===== src/rtl/keypad_scanner_pkg.sv =====
// Shared types and constants for the 4x4 keypad scanner: FSM state encoding,
// matrix geometry, idle row pattern and small decode helpers.
package keypad_scanner_pkg;

  localparam int KEY_W    = 4;
  localparam int NUM_ROWS = 4;
  localparam int NUM_COLS = 4;

  localparam logic [NUM_ROWS-1:0] ROW_IDLE = 4'hF;

  typedef enum logic [2:0] {
    ST_SCAN      = 3'd0,
    ST_DEB_PRESS = 3'd1,
    ST_REPORT    = 3'd2,
    ST_HOLD      = 3'd3,
    ST_DEB_REL   = 3'd4
  } state_t;

  // Lowest-index low row wins when several keys share a column.
  function automatic logic [1:0] lowest_low(input logic [NUM_ROWS-1:0] rows);
    logic [1:0] idx;
    if (!rows[0]) begin
      idx = 2'd0;
    end else if (!rows[1]) begin
      idx = 2'd1;
    end else if (!rows[2]) begin
      idx = 2'd2;
    end else begin
      idx = 2'd3;
    end
    return idx;
  endfunction

  function automatic logic [NUM_COLS-1:0] col_drive(input logic [1:0] col);
    logic [NUM_COLS-1:0] drv;
    drv      = 4'b1111;
    drv[col] = 1'b0;
    return drv;
  endfunction

endpackage


===== src/rtl/keypad_tick_gen.sv =====
// Scan prescaler: counts 0..SCAN_DIV-1 and raises a registered one-cycle tick
// while the count sits at SCAN_DIV-1.
module keypad_tick_gen #(
  parameter int SCAN_DIV = 4
) (
  input  logic Clk,
  input  logic Rst_n,
  output logic tick
);

  localparam int CW = $clog2(SCAN_DIV);
  localparam logic [CW-1:0] CNT_LAST     = CW'(SCAN_DIV - 1);
  localparam logic [CW-1:0] CNT_PRE_LAST = CW'(SCAN_DIV - 2);

  logic [CW-1:0] cnt_r;
  logic          tick_r;

  // Prescaler count; tick is pre-decoded one count early so it is a flop output.
  always_ff @(posedge Clk) begin
    if (!Rst_n) begin
      cnt_r  <= '0;
      tick_r <= 1'b0;
    end else begin
      if (cnt_r == CNT_LAST) begin
        cnt_r <= '0;
      end else begin
        cnt_r <= cnt_r + CW'(1);
      end
      tick_r <= (cnt_r == CNT_PRE_LAST);
    end
  end

  assign tick = tick_r;

endmodule


===== src/rtl/keypad_scanner.sv =====
// 4x4 matrix keypad scanner with debounce, latched key code and active-low
// interrupt pulse. Optional auto-repeat is enabled by KEYPAD_AUTOREPEAT_EN.
module keypad_scanner
  import keypad_scanner_pkg::*;
#(
  parameter int SCAN_DIV     = 4,
  parameter int DEBOUNCE_CNT = 3,
  parameter int INTR_WIDTH   = 8,
  parameter int REPEAT_TICKS = 20
) (
  input  logic                Clk,
  input  logic                Rst_n,
  input  logic [NUM_ROWS-1:0] KeyRow,
  output logic [NUM_COLS-1:0] KeyCol,
  output logic [KEY_W-1:0]    Key,
  output logic                KeyIntr
);

  if (SCAN_DIV < 4 || DEBOUNCE_CNT < 1 || INTR_WIDTH < 1 || REPEAT_TICKS < 1) begin : g_param_check
    $error("keypad_scanner: illegal parameter value");
  end

  localparam int DW = $clog2(DEBOUNCE_CNT + 1);
  localparam int PW = $clog2(INTR_WIDTH + 1);
  localparam logic [DW-1:0] DEB_MAX    = DW'(DEBOUNCE_CNT);
  localparam logic [PW-1:0] PULSE_LOAD = PW'(INTR_WIDTH - 1);

  logic [NUM_ROWS-1:0] sync1_r;
  logic [NUM_ROWS-1:0] rs_r;
  state_t              state_r;
  state_t              state_nxt_s;
  logic [1:0]          col_r;
  logic [1:0]          col_nxt_s;
  logic [1:0]          row_r;
  logic [1:0]          row_nxt_s;
  logic [DW-1:0]       deb_r;
  logic [DW-1:0]       deb_nxt_s;
  logic [DW-1:0]       deb_inc_s;
  logic                report_s;
  logic [NUM_COLS-1:0] col_drv_r;
  logic [KEY_W-1:0]    key_r;
  logic [PW-1:0]       pulse_r;
  logic                intr_r;
  logic                tick_s;

`ifdef KEYPAD_AUTOREPEAT_EN
  localparam int RW = $clog2(REPEAT_TICKS + 1);
  localparam logic [RW-1:0] REP_MAX = RW'(REPEAT_TICKS);
  logic [RW-1:0] rep_r;
  logic [RW-1:0] rep_nxt_s;
  logic [RW-1:0] rep_inc_s;
  assign rep_inc_s = rep_r + RW'(1);
`endif

  assign deb_inc_s = deb_r + DW'(1);

  keypad_tick_gen #(
    .SCAN_DIV (SCAN_DIV)
  ) u_tick_gen (
    .Clk   (Clk),
    .Rst_n (Rst_n),
    .tick  (tick_s)
  );

  // Two-flop row synchronizer; idle (all high) out of reset.
  always_ff @(posedge Clk) begin
    if (!Rst_n) begin
      sync1_r <= ROW_IDLE;
      rs_r    <= ROW_IDLE;
    end else begin
      sync1_r <= KeyRow;
      rs_r    <= sync1_r;
    end
  end

  // Scan / debounce / report next-state logic.
  always_comb begin
    state_nxt_s = state_r;
    col_nxt_s   = col_r;
    row_nxt_s   = row_r;
    deb_nxt_s   = deb_r;
    report_s    = 1'b0;
`ifdef KEYPAD_AUTOREPEAT_EN
    rep_nxt_s   = rep_r;
`endif
    case (state_r)
      ST_SCAN: begin
        if (tick_s) begin
          if (rs_r == ROW_IDLE) begin
            col_nxt_s = col_r + 2'd1;
          end else begin
            row_nxt_s   = lowest_low(rs_r);
            deb_nxt_s   = '0;
            state_nxt_s = ST_DEB_PRESS;
          end
        end else begin
          state_nxt_s = ST_SCAN;
        end
      end
      ST_DEB_PRESS: begin
        if (tick_s) begin
          if (!rs_r[row_r]) begin
            deb_nxt_s = deb_inc_s;
            if (deb_inc_s == DEB_MAX) begin
              state_nxt_s = ST_REPORT;
            end else begin
              state_nxt_s = ST_DEB_PRESS;
            end
          end else begin
            state_nxt_s = ST_SCAN;
          end
        end else begin
          state_nxt_s = ST_DEB_PRESS;
        end
      end
      ST_REPORT: begin
        report_s    = 1'b1;
        state_nxt_s = ST_HOLD;
`ifdef KEYPAD_AUTOREPEAT_EN
        rep_nxt_s   = '0;
`endif
      end
      ST_HOLD: begin
        if (tick_s) begin
          if (rs_r == ROW_IDLE) begin
            deb_nxt_s   = '0;
            state_nxt_s = ST_DEB_REL;
          end else begin
`ifdef KEYPAD_AUTOREPEAT_EN
            if (rep_inc_s == REP_MAX) begin
              rep_nxt_s   = '0;
              state_nxt_s = ST_REPORT;
            end else begin
              rep_nxt_s   = rep_inc_s;
              state_nxt_s = ST_HOLD;
            end
`else
            state_nxt_s = ST_HOLD;
`endif
          end
        end else begin
          state_nxt_s = ST_HOLD;
        end
      end
      ST_DEB_REL: begin
        if (tick_s) begin
          if (rs_r == ROW_IDLE) begin
            deb_nxt_s = deb_inc_s;
            if (deb_inc_s == DEB_MAX) begin
              col_nxt_s   = col_r + 2'd1;
              state_nxt_s = ST_SCAN;
            end else begin
              state_nxt_s = ST_DEB_REL;
            end
          end else begin
            state_nxt_s = ST_HOLD;
          end
        end else begin
          state_nxt_s = ST_DEB_REL;
        end
      end
      default: begin
        state_nxt_s = ST_SCAN;
      end
    endcase
  end

  // FSM state, column drive and debounce registers.
  always_ff @(posedge Clk) begin
    if (!Rst_n) begin
      state_r   <= ST_SCAN;
      col_r     <= 2'd0;
      row_r     <= 2'd0;
      deb_r     <= '0;
      col_drv_r <= 4'b1110;
`ifdef KEYPAD_AUTOREPEAT_EN
      rep_r     <= '0;
`endif
    end else begin
      state_r   <= state_nxt_s;
      col_r     <= col_nxt_s;
      row_r     <= row_nxt_s;
      deb_r     <= deb_nxt_s;
      col_drv_r <= col_drive(col_nxt_s);
`ifdef KEYPAD_AUTOREPEAT_EN
      rep_r     <= rep_nxt_s;
`endif
    end
  end

  // Key latch and interrupt pulse; a report restarts the pulse even mid-pulse.
  always_ff @(posedge Clk) begin
    if (!Rst_n) begin
      key_r   <= 4'h0;
      pulse_r <= '0;
      intr_r  <= 1'b1;
    end else if (report_s) begin
      key_r   <= {row_r, col_r};
      pulse_r <= PULSE_LOAD;
      intr_r  <= 1'b0;
    end else if (pulse_r != '0) begin
      pulse_r <= pulse_r - PW'(1);
    end else begin
      intr_r  <= 1'b1;
    end
  end

  assign KeyCol  = col_drv_r;
  assign Key     = key_r;
  assign KeyIntr = intr_r;

endmodule


===== config.mk =====
export PLATFORM = sky130hd
export DESIGN_NAME = keypad_scanner
export DESIGN_NICKNAME = d
export VERILOG_FILES = /design/src/rtl/keypad_scanner_pkg.sv /design/src/rtl/keypad_tick_gen.sv /design/src/rtl/keypad_scanner.sv
export SDC_FILE = /design/constraint.sdc
export NUM_CORES = 1
export LEC_CHECK = 0
export BUFFER_PORTS_ARGS = -buffer_cell sky130_fd_sc_hd__clkbuf_2
export CORE_MARGIN = 4
export CORE_UTILIZATION = 31
export CTS_CLUSTER_DIAMETER = 30
export CTS_CLUSTER_SIZE = 12
export DETAILED_ROUTE_END_ITERATION = 10
export MAX_ROUTING_LAYER = met4
export PLACE_DENSITY = 0.47
export SETUP_SLACK_MARGIN = 0.5
export SLEW_MARGIN = 0
export SYNTH_ARGS = -nofsm -noshare
export SYNTH_HDL_FRONTEND = slang
export SYNTH_SLANG_ARGS = --single-unit
export TNS_END_PERCENT = 20

===== constraint.sdc =====
create_clock -name Clk -period 1.8 [get_ports Clk]
set_input_delay 0.09 -clock Clk [delete_from_list [all_inputs] [get_ports Clk]]
set_output_delay 0.09 -clock Clk [all_outputs]
set_load 0.01 [all_outputs]

Word level (Yosys, flattened, before mapping)
Cells that the tools add are included.
Word-level totals
  register bits: 33
  bits of input ports: 6
  output and inout port bits: 9
  logic and storage cells: 88
Operators by class
  add/sub/neg operators: 4
  order comparisons: 3
  equal/unequal tests: 18
  muxes and demuxes: 38
  bitwise operators: 3
  reduce and logical (&&, ||, !) cells: 9
Operators with widths (count)
  3-bit 2-to-1 mux: 11
  2-bit 2-to-1 mux: 16
  3-bit one-hot mux with 5 select lines: 1
  2-bit inequality test (second input constant): 5
  9-bit AND reduction: 1
  2-bit by 1-bit inequality test with 1-bit output (second input constant): 4
  2-bit one-hot mux with 4 select lines: 1
  4-bit nonzero test: 2
  2-bit by 1-bit adder with 2-bit output (second input constant): 3
  2-bit == test (second input constant): 3
  3-bit by 2-bit == test with 1-bit output (second input constant): 2
  2-bit by 3-bit less-than comparator with 1-bit output (second input constant): 2
  1-bit 2-to-1 mux: 6
  4-bit == test (second input constant): 1
  4-bit NOT: 1
  2-bit one-hot mux with 2 select lines: 1
  2-bit OR reduction: 2
  4-bit by 1-bit subtractor with 4-bit output (second input constant): 1
  3-bit by 1-bit == test with 1-bit output (second input constant): 1
  3-bit == test (second input constant): 1
  3-bit logical NOT: 1
  3-bit inequality test (second input constant): 1
  3-bit AND reduction: 1
  1-bit binary-select mux with 2-bit select: 1
  5 further kinds: 6

Depth between registers and ports, before layout
Gate-level depths: netlist of the first run.
  word-level depth: 11
  depth in mapped cells: 6
  gate-level depth less buffers: 6

Hierarchy
A second synthesis of the first run with hierarchy kept.
Second synthesis, totals
  cells, all modules: 143
  area, all modules: 1428.9 µm²
By module, submodules not included
  keypad_scanner: instances 1, cells an instance 134, area each 1308.8 µm², sequential area each 600.6 µm²
  keypad_tick_gen: instances 1, cells an instance 9, area each 120.1 µm², sequential area each 60.1 µm²

Worst setup path after synthesis of the first run
No wires, ideal clock.
  kind: reg-to-reg
  start: register row_r[0]
  end: register deb_r[0]
  setup time: 0.117 ns
  data arrival time: 1.602 ns
  required time: 1.683 ns
  slack: 0.080 ns
  cell stages (with the launch flop): 6
  buffers on the path: 0
  clock period less this slack: 1.720 ns
  cells stage by stage: dfxtp_1 -> mux4_2 -> and3_4 -> o31ai_4 -> nand2_2 -> a32o_1
On the way
  longest elaborated chain between the ends: 4
RTL lines
  start, declared: RTL line keypad_scanner.sv:34  | logic [1:0] row_r;
  start signal, assigned: RTL line keypad_scanner.sv:182  | row_r <= row_nxt_s;
  1-bit binary-select mux with 2-bit select: RTL line keypad_scanner.sv:102  | if (!rs_r[row_r]) begin
  1-bit 2-to-1 mux (not written as such): RTL line keypad_scanner.sv:102
  2-bit inequality test (no line)
  9-bit AND reduction (no line)
  end signal, assigned: RTL line keypad_scanner.sv:183  | deb_r <= deb_nxt_s;
  end, declared: RTL line keypad_scanner.sv:36  | logic [DW-1:0] deb_r;
No other way between the ends. The select of a mux whose other input is x is not followed.
A chain may end at the register's enable or synchronous reset.

Final worst setup path of the first run
Ends and elaborated chain as after synthesis.

==> out/qor.txt, run 1 <==
status: finished clean
initial antenna violation count: 0
most frequent cells in the layout: 32 x dfxtp_1, 14 x clkbuf_2, 12 x nand2b_1, 12 x buf_4, 7 x mux2i_1
leading cell type in the layout, fill and taps excluded: dfxtp_1
Inserted Clock Buffers: 5
Critical Path Start Type: register
filler instances: 413
Ant. Diodes: 0
number of distinct library cells after synthesis: 41
WP data required: 1.97 ns
core area: 0.00438 mm^2
Main synth FF type: dfxtp_1
Min-Delay Path Class: primary input to register
Hold Violations, Final: 0
Fmax: 599 MHz
drt via density: 4.67
minimum clock period: 1.67 ns
initial detailed-routing violation count: 39
vias in the first global route: 1052
maxcap violations: 0
Mean Syn Cell Area: 9.85 um^2
Design Power: 1.86 mW
P_leak: 0.740 nW
Root Driver: clkbuf_8
vias after detailed routing: 1065
WP data arrival: 1.84 ns
Yosys warning total: 0
endpoints failing setup: 0
setup ws final: 0.131 ns
CTS Sinks: 33
VDD IR-drop max: 0.382 mV
Register Area: 662 um^2
Worst Skew: 0.00263 ns
io pins: 15
Die Area: 0.00569 mm^2
largest net degree at the start of global routing: 21
Skew-Pair Late Insertion Delay: 0.27 ns
total global-route track usage: 11.2%
Clock Tree Buf Depth: 2
CP Max Fanout: 3
RSZ-0062 raised after global routing: true
Critical Path Sink Type: register
dpl hpwl: 1830 um
period utilization: 92.7%
layout cells sized above 1: 26.7%
CTS tree: yes
Min Hold Slack: 0.157 ns
Area growth, synth to finish: 28.6%
Layout Nets: 186
drt total wl: 2670 um
PwrDens: 1030 mW/mm^2
final number of max-transition violations: 0
pre-CTS WS: 0.133 ns
DRT Pass-1 Iters: 4
fin cells: 228
Rows: 24
GP Congestion: 0.850
Die Wd: 75.4 um
async set-reset flop share out of synthesis: 0%
Seq cells post-synth: 33
Worst-path clk slew: 0.06 ns
routed len/inst: 11.7 um
DRC Markers: 0
area of the multi-input gates: 734 um^2
Initial Utilization: 32.1%
port bufs: 14
Net Count, Synth: 154
Post-Syn Instances: 143
# H-tree levels: 2
sequential area share after synthesis: 46.9%
# placed instances: 209
die height: 75.4 um
Setup TNS: 0 ns
first-pass GRT wire length: 4690 um
Antenna Nets Post-Route: 0
synthesized cell area: 0.00141 mm^2
gr ovfl total: 0
Slew @ Worst Pin: 0.565 ns
relative slew slack: 61.8%
Crit Path Class: register to register
EDFF count, synth: 0
-- metrics by stage --
stage / util (%) / area, um^2
after global routing: 41.3 / 1810
after floorplan: - / 1410
after detailed placement: 35.7 / 1570
after CTS: 40.6 / 1780
final: 41.3 / 1810
after global placement: 35.7 / 1570
-- final cells by class --
type | instances | area share [%]
Multi-Input combinational cell | 98 | 40.5
Inverter | 6 | 1.24
Timing Repair Buffer | 31 | 11.7
Sequential cell | 33 | 36.5
Clock buffer | 7 | 4.77
Clock inverter | 1 | 1.66
Tap cell | 52 | 3.59
-- state kept, by name, summed over array words and instances, names as in the netlist, 3 cells and up --
register,cells
sync1_r,4
pulse_r,4
rs_r,4
Key,4
KeyCol,4
state_r,3
-- power by group --
group / internal, mW / leakage (nW) / switching [mW] / total, mW
logic: 0.167 / 0.411 / 0.167 / 0.335
registers: 0.787 / 0.270 / 0.0363 / 0.823
clock network: 0.451 / 0.0585 / 0.249 / 0.700
total: 1.41 / 0.740 / 0.453 / 1.86
-- final timing paths --
path,startpoint,end,slack [ns],cells after the start
hold / removal,Rst_n,KeyIntr$_SDFFE_PN1P_,0.16,2
setup reg to reg,row_r[0]$_SDFFE_PN0P_,deb_r[0]$_SDFFE_PN0P_,0.13,5
hold reg to reg,sync1_r[0]$_SDFF_PN1_,rs_r[0]$_SDFF_PN1_,0.41,1
setup / recovery,row_r[0]$_SDFFE_PN0P_,deb_r[0]$_SDFFE_PN0P_,0.13,5
-- worst max-delay path, stage by stage (launching register included) --
cell and delay, ns:
dfxtp_2 0.34, mux4_2 0.52, and3_4 0.20, o31ai_4 0.19, nand2_2 0.09, a32o_1 0.23
-- cells in the mapped netlist (all sizes together) (2+ instances only) --
cell / number / area, um^2
and2: 2 / 12.5
o21ai: 4 / 20.0
nand3: 5 / 25.0
ha: 5 / 62.6
xnor2: 2 / 17.5
and3: 2 / 17.5
o211ai: 2 / 15.0
nor2b: 6 / 37.5
nor3: 5 / 35.0
nand2b: 12 / 75.1
nand4: 2 / 12.5
a21oi: 6 / 30.0
dfxtp: 33 / 661
inv: 6 / 22.5
xor2: 3 / 26.3
nand2: 8 / 32.5
nor2: 7 / 26.3
clkbuf: 6 / 23.8
mux2i: 7 / 70.1
or3: 2 / 12.5
o21a: 2 / 15.0
-- cell families after synthesis --
group                    Yosys count  synth area share (%)
AND/OR/NAND/NOR                   58                  24.2
flip-flops                        33                  46.9
AO/OA/AOI/OAI                     22                  11.5
buffers and inverters             12                  3.29
multiplexers                       8                  6.57
XOR/XNOR                           5                  3.11
adder cells (fa/ha/maj)            5                  4.44
-- layer usage --
layer  global-route usage [%]  wire length, um  up-vias
li1                         -                -      561
met1                     13.6             1230      483
met2                     16.6             1280       17
met3                     3.96              116        4
met4                     5.05               36        0
met5                        -                0        -
-- repair_timing --
item	in CTS	in global routing
resized for setup	5	5
buffers inserted	5	2
pin swaps	3	0
endpoints found under the setup margin	12	18
hold buffers	4	0
endpoints found under the hold margin	4	0
Power figures use the tool's default switching activity.
==> run 2, diff against run 1 <==
--- a/config.mk
+++ b/config.mk
@@ -9,11 +9,10 @@
 export CORE_MARGIN = 4
 export CORE_UTILIZATION = 31
 export CTS_CLUSTER_DIAMETER = 30
-export CTS_CLUSTER_SIZE = 12
 export DETAILED_ROUTE_END_ITERATION = 10
 export MAX_ROUTING_LAYER = met4
 export PLACE_DENSITY = 0.47
-export SETUP_SLACK_MARGIN = 0.5
+export SETUP_SLACK_MARGIN = 0.4
 export SLEW_MARGIN = 0
 export SYNTH_ARGS = -nofsm -noshare
 export SYNTH_HDL_FRONTEND = slang
==> out/qor.txt, run 2 (synthesized netlist as in run 1, its figures left out) <==
status: finished clean
Area growth, synth to finish: 28.1%
worst reg-to-reg setup slack: 0.12 ns (about the same)
Fmax: 597 MHz (-0.39%)
initial antenna violation count: 0 (unchanged)
WP data arrival: 1.84 ns (about the same)
R2R depth: 5 (unchanged)
Slew @ Worst Pin: 0.565 ns (+0.0000000596 ns)
VDD IR-drop max: 0.382 mV (about the same)
total global-route track usage: 11.2% (unchanged)
largest net degree at the start of global routing: 21 (unchanged)
worst reg2reg startpoint: row_r[0]$_SDFFE_PN0P_
maxcap violations: 0 (unchanged)
hold path start: Rst_n
Die Area: 0.00569 mm^2 (unchanged)
DRC Markers: 0 (unchanged)
Post-Place Cell Area: 0.00157 mm^2 (unchanged)
Ant. Diodes: 0 (unchanged)
gr ovfl total: 0 (unchanged)
Setup TNS: 0 ns (unchanged)
Die Wd: 75.4 um (unchanged)
# H-tree levels: 2 (unchanged)
Top delay family on crit path: multiplexers
drt total wl: 2670 um (about the same)
Worst Hold Depth: 2 (unchanged)
Worst-path clk slew: 0.06 ns (about the same)
die height: 75.4 um (unchanged)
worst path buffer plus inverter count: 0 (unchanged)
logic gate share of total power: 17.8% (-0.2 points)
Initial Utilization: 32.1% (unchanged)
Critical Path Start Type: register
most frequent cells in the layout: 32 x dfxtp_1, 14 x clkbuf_2, 12 x nand2b_1, 11 x buf_4, 7 x mux2i_1
Clock Tree Buf Depth: 2 (unchanged)
initial detailed-routing violation count: 53 (+36%)
Min-Delay Path Class: primary input to register
io pins: 15 (unchanged)
layout cells sized above 1: 26.3% (-0.42 points)
dpl hpwl: 1830 um (unchanged)
routed len/inst: 11.8 um (+0.48%)
switching pwr: 452 uW (-0.16%)
Worst Skew: 0.00265 ns (+0.0000182 ns)
first-pass GRT wire length: 4690 um (unchanged)
CTS Sinks: 33 (unchanged)
DRT Pass-1 Iters: 4 (unchanged)
Crit Path Class: register to register
Critical Path Sink Type: register
Antenna Nets Post-Route: 0 (unchanged)
P_leak: 0.735 nW (-0.66%)
vias in the first global route: 1053 (+0.095%)
period utilization: 93.1% (+0.36 points)
relative slew slack: 61.8% (unchanged)
core area: 0.00438 mm^2 (unchanged)
CTS tree: yes
RSZ-0062 raised after global routing: true
Post-Layout Inst Area: 0.00180 mm^2 (-0.41%)
reg-to-reg endpoint: deb_r[0]$_SDFFE_PN0P_
Rows: 24 (unchanged)
Inserted Clock Buffers: 5 (unchanged)
final number of max-transition violations: 0 (unchanged)
Clk pwr share: 37.8% (about the same)
Skew-Pair Late Insertion Delay: 0.27 ns (about the same)
endpoints failing setup: 0 (unchanged)
Hold EP: KeyIntr$_SDFFE_PN1P_
GP Congestion: 0.850 (unchanged)
leading cell type in the layout, fill and taps excluded: dfxtp_1
Hold Violations, Final: 0 (unchanged)
switching share of power: 24.4% (about the same)
WP data required: 1.97 ns (about the same)
port bufs: 14 (unchanged)
vias after detailed routing: 1063 (-0.19%)
Seq pwr share: 44.4% (about the same)
minimum clock period: 1.68 ns (+0.00647 ns)
crit-path max cell delay: 0.52 ns (about the same)
drt via density: 4.68 (+0.25%)
Pint: 1.40 mW (-0.28%)
Root Driver: clkbuf_8
Layout Nets: 185 (-0.54%)
PwrDens: 1030 mW/mm^2 (+0.17%)
Worst path slowest cell: mux4_2
CP Max Fanout: 3 (unchanged)
worst path cell trace: mux4_2 -> and3_4 -> o31ai_4 -> nand2_2 -> a32o_1
filler instances: 413 (unchanged)
## run 2: cell types whose count changed in the layout (fill, tap and decap cells not counted), sizes merged
cell,before,now
buf,13,12
## run 2: worst max-delay path by stage
stage,start,to,slack (ns),cells past startpoint
floorplan,row_r[0]$_SDFFE_PN0P_,deb_r[0]$_SDFFE_PN0P_,0.20,5
global route,row_r[0]$_SDFFE_PN0P_,deb_r[0]$_SDFFE_PN0P_,0.07,5
detailed placement,row_r[0]$_SDFFE_PN0P_,deb_r[0]$_SDFFE_PN0P_,0.13,5
finish,row_r[0]$_SDFFE_PN0P_,deb_r[0]$_SDFFE_PN0P_,0.12,5
global placement,row_r[0]$_SDFFE_PN0P_,deb_r[0]$_SDFFE_PN0P_,0.15,5
CTS,row_r[0]$_SDFFE_PN0P_,deb_r[0]$_SDFFE_PN0P_,0.12,5
## run 2: power groups by stage
stage | Clock, mW | Combinational, mW | Sequential, mW
3_3_place_gp | 0 | 0.297 | 0.837
3_5_place_dp | 0 | 0.310 | 0.839
6_report | 0.700 | 0.330 | 0.823
2_1_floorplan | 0 | 0.255 | 0.831
4_1_cts | 0.727 | 0.331 | 0.823
5_1_grt | 0.769 | 0.393 | 0.831
## run 2: per-layer routing
metal	track usage, %	wire (um)	up-vias
met5	-	0	-
met4	5.05	36	0
met3	3.96	116	4
met2	16.6	1290	17
met1	13.6	1230	483
li1	-	-	559
## run 2: layout make-up
class | count | area (um^2) | area share [%]
Multi-Input combinational cell | 98 | 734 | 40.7
Sequential cell | 33 | 662 | 36.7
Timing Repair Buffer | 30 | 204 | 11.3
Clock buffer | 7 | 86.3 | 4.79
Tap cell | 52 | 65.1 | 3.61
Clock inverter | 1 | 30.0 | 1.66
Inverter | 6 | 22.5 | 1.25
## run 2: what timing repair did
action | 4_1_cts | 5_1_grt
gates resized for setup | 5 | 5
endpoints found under the hold margin | 4 | 0
pin swaps | 3 | 0
setup buffers | 5 | 1
cloned | 0 | 0
hold buffers | 4 | 0
endpoints found under the setup margin | 11 | 12
## run 2: through the flow
stage | utilization, % | hold slack [ns] | power (mW) | std cells | worst slack [ns]
finish | 41.2 | 0.157 | 1.85 | 227 | 0.124
global route | 41.2 | 0.176 | 1.99 | 227 | 0.0703
CTS | 40.6 | 0.156 | 1.88 | 226 | 0.124
detailed placement | 35.7 | 0.274 | 1.15 | 209 | 0.133
global placement | 35.7 | 0.273 | 1.13 | 209 | 0.153
floorplan | - | 0.191 | 1.09 | 143 | 0.201
==> run 3, diff against run 2 <==
--- a/config.mk
+++ b/config.mk
@@ -8,8 +8,10 @@
 export BUFFER_PORTS_ARGS = -buffer_cell sky130_fd_sc_hd__clkbuf_2
 export CORE_MARGIN = 4
 export CORE_UTILIZATION = 31
+export CTS_BUF_LIST = sky130_fd_sc_hd__clkbuf_4
 export CTS_CLUSTER_DIAMETER = 30
 export DETAILED_ROUTE_END_ITERATION = 10
+export HOLD_SLACK_MARGIN = 0.03
 export MAX_ROUTING_LAYER = met4
 export PLACE_DENSITY = 0.47
 export SETUP_SLACK_MARGIN = 0.4
==> out/qor.txt, run 3 (synthesized netlist as in run 1, its figures left out) <==
final number of max-transition violations: 0 (unchanged)
drt via density: 4.70 (+0.28%)
VDD IR-drop max: 0.496 mV (+30%)
logic gate share of total power: 19.5% (+1.7 points)
Worst Skew: 0.00266 ns (+0.00000485 ns)
DRT Pass-1 Iters: 4 (unchanged)
filler instances: 425 (+2.9%)
Critical Path Start Type: register
endpoints failing setup: 0 (unchanged)
first-pass GRT wire length: 4710 um (+0.58%)
Crit Path Class: register to register
Antenna Nets Post-Route: 0 (unchanged)
crit-path max cell delay: 0.51 ns (about the same)
vias after detailed routing: 1066 (+0.28%)
port bufs: 14 (unchanged)
worst reg2reg startpoint: row_r[0]$_SDFFE_PN0P_
Root Driver: clkbuf_4
drt total wl: 2600 um (-2.7%)
setup ws final: 0.130 ns (+0.00624 ns)
PwrDens: 968 mW/mm^2 (-5.8%)
Min-Delay Path Class: primary input to register
status: finished clean
# H-tree levels: 2 (unchanged)
fin cells: 227 (unchanged)
Skew-Pair Late Insertion Delay: 0.32 ns (+0.05 ns)
maxcap violations: 0 (unchanged)
Die Area: 0.00569 mm^2 (unchanged)
CTS tree: yes
Setup TNS: 0 ns (unchanged)
relative slew slack: 58.8% (-3.0 points)
Die Wd: 75.4 um (unchanged)
Clk pwr share: 31.9% (-5.9 points)
Clock Tree Buf Depth: 2 (unchanged)
Worst-path clk slew: 0.10 ns (+0.04 ns)
largest net degree at the start of global routing: 21 (unchanged)
vias in the first global route: 1054 (+0.095%)
switching pwr: 438 uW (-3.2%)
Top delay family on crit path: multiplexers
Critical Path Sink Type: register
WP data arrival: 1.89 ns (+0.05 ns)
Initial Utilization: 32.1% (unchanged)
core area: 0.00438 mm^2 (unchanged)
worst path buffer plus inverter count: 0 (unchanged)
switching share of power: 25.8% (+1.5 points)
total global-route track usage: 11.3% (+0.14 points)
Fmax: 599 MHz (+0.37%)
GP Congestion: 0.850 (unchanged)
Critical path origin: row_r[0]$_SDFFE_PN0P_
Design Power: 1.69 mW (-8.7%)
Slew @ Worst Pin: 0.610 ns (+0.0459 ns)
minimum clock period: 1.67 ns (-0.00624 ns)
routed len/inst: 11.4 um (-2.7%)
CTS Sinks: 33 (unchanged)
Rows: 24 (unchanged)
Post-Place Cell Area: 0.00157 mm^2 (unchanged)
initial detailed-routing violation count: 78 (+47%)
Inserted Clock Buffers: 5 (unchanged)
Layout Nets: 185 (unchanged)
layout cells sized above 1: 25.1% (-1.1 points)
Hold Violations, Final: 0 (unchanged)
RSZ-0062 raised after global routing: true
P_leak: 0.717 nW (-2.5%)
dpl hpwl: 1830 um (unchanged)
Seq pwr share: 48.6% (+4.2 points)
io pins: 15 (unchanged)
Post-Layout Inst Area: 0.00175 mm^2 (-3.1%)
Pint: 1.26 mW (-10%)
CP Max Fanout: 3 (unchanged)
gr ovfl total: 0 (unchanged)
leading cell type in the layout, fill and taps excluded: dfxtp_1
die height: 75.4 um (unchanged)
worst path cell trace: mux4_2 -> and3_4 -> o31ai_4 -> nand2_2 -> a32o_1
hold path start: Rst_n
pre-CTS WS: 0.133 ns (unchanged)
Area growth, synth to finish: 24.2%
Ant. Diodes: 0 (unchanged)
Worst path slowest cell: mux4_2
period utilization: 92.8% (-0.35 points)
most frequent cells in the layout: 32 x dfxtp_1, 14 x clkbuf_2, 12 x nand2b_1, 12 x buf_4, 7 x mux2i_1
# placed instances: 209 (unchanged)
initial antenna violation count: 0 (unchanged)
WP data required: 2.02 ns (+0.05 ns)
DRC Markers: 0 (unchanged)
run 3: cell types whose count changed in the layout (fill, tap and decap cells not counted), sizes merged:
cell    before  now
clkbuf      21   20
clkinv       0    1
run 3: worst paths after layout:
check                           to  slack [ns]  cells after the start
max reg2reg  deb_r[0]$_SDFFE_PN0P_        0.13                      5
max          deb_r[0]$_SDFFE_PN0P_        0.13                      5
min           KeyIntr$_SDFFE_PN1P_        0.11                      2
min reg2reg     rs_r[0]$_SDFF_PN1_        0.42                      1
run 3: repair_timing:
item	in CTS	in global routing
endpoints found under the hold margin	4	0
hold buffers	4	0
setup endpoints to repair	12	12
resized for setup	5	0
pin swaps	3	0
cloned	0	0
setup buffers	5	1
run 3: worst reg2reg max path, delay by kind of cell, from the launching register on:
family | cells | cell delay, ns
flip-flops | 1 | 0.35
multiplexers | 1 | 0.51
AO/OA/AOI/OAI | 2 | 0.42
AND/OR/NAND/NOR | 2 | 0.28
run 3: layout make-up:
cell class	count	area (um^2)	area share [%]
inverters	6	22.5	1.29
clock inverters	2	33.8	1.93
repair buffers	30	200	11.4
multi-input cells	98	721	41.2
well taps	52	65.1	3.72
flip-flops and latches	33	662	37.8
clock buffers	6	45.0	2.58
run 3: power groups by stage:
stage	combinational, mW	sequential [mW]	clock [mW]
finish	0.330	0.822	0.541
global route	0.393	0.832	0.610
CTS	0.331	0.823	0.565
detailed placement	0.310	0.839	0
global placement	0.297	0.837	0
floorplan	0.255	0.831	0
run 3: stage by stage:
step,utilization [%],hold slack (ns)
global route,39.9,0.111
detailed placement,35.7,0.274
finish,39.9,0.106
floorplan,-,0.191
CTS,39.7,0.0980
global placement,35.7,0.273
run 3: per-layer routing:
| layer | track usage, % | wire length (um) | up-vias |
|---|---|---|---|
| met2 | 16.9 | 1220 | 13 |
| li1 | - | - | 560 |
| met3 | 3.96 | 96 | 6 |
| met4 | 5.44 | 46 | 0 |
| met1 | 13.6 | 1240 | 487 |
| met5 | - | 0 | - |
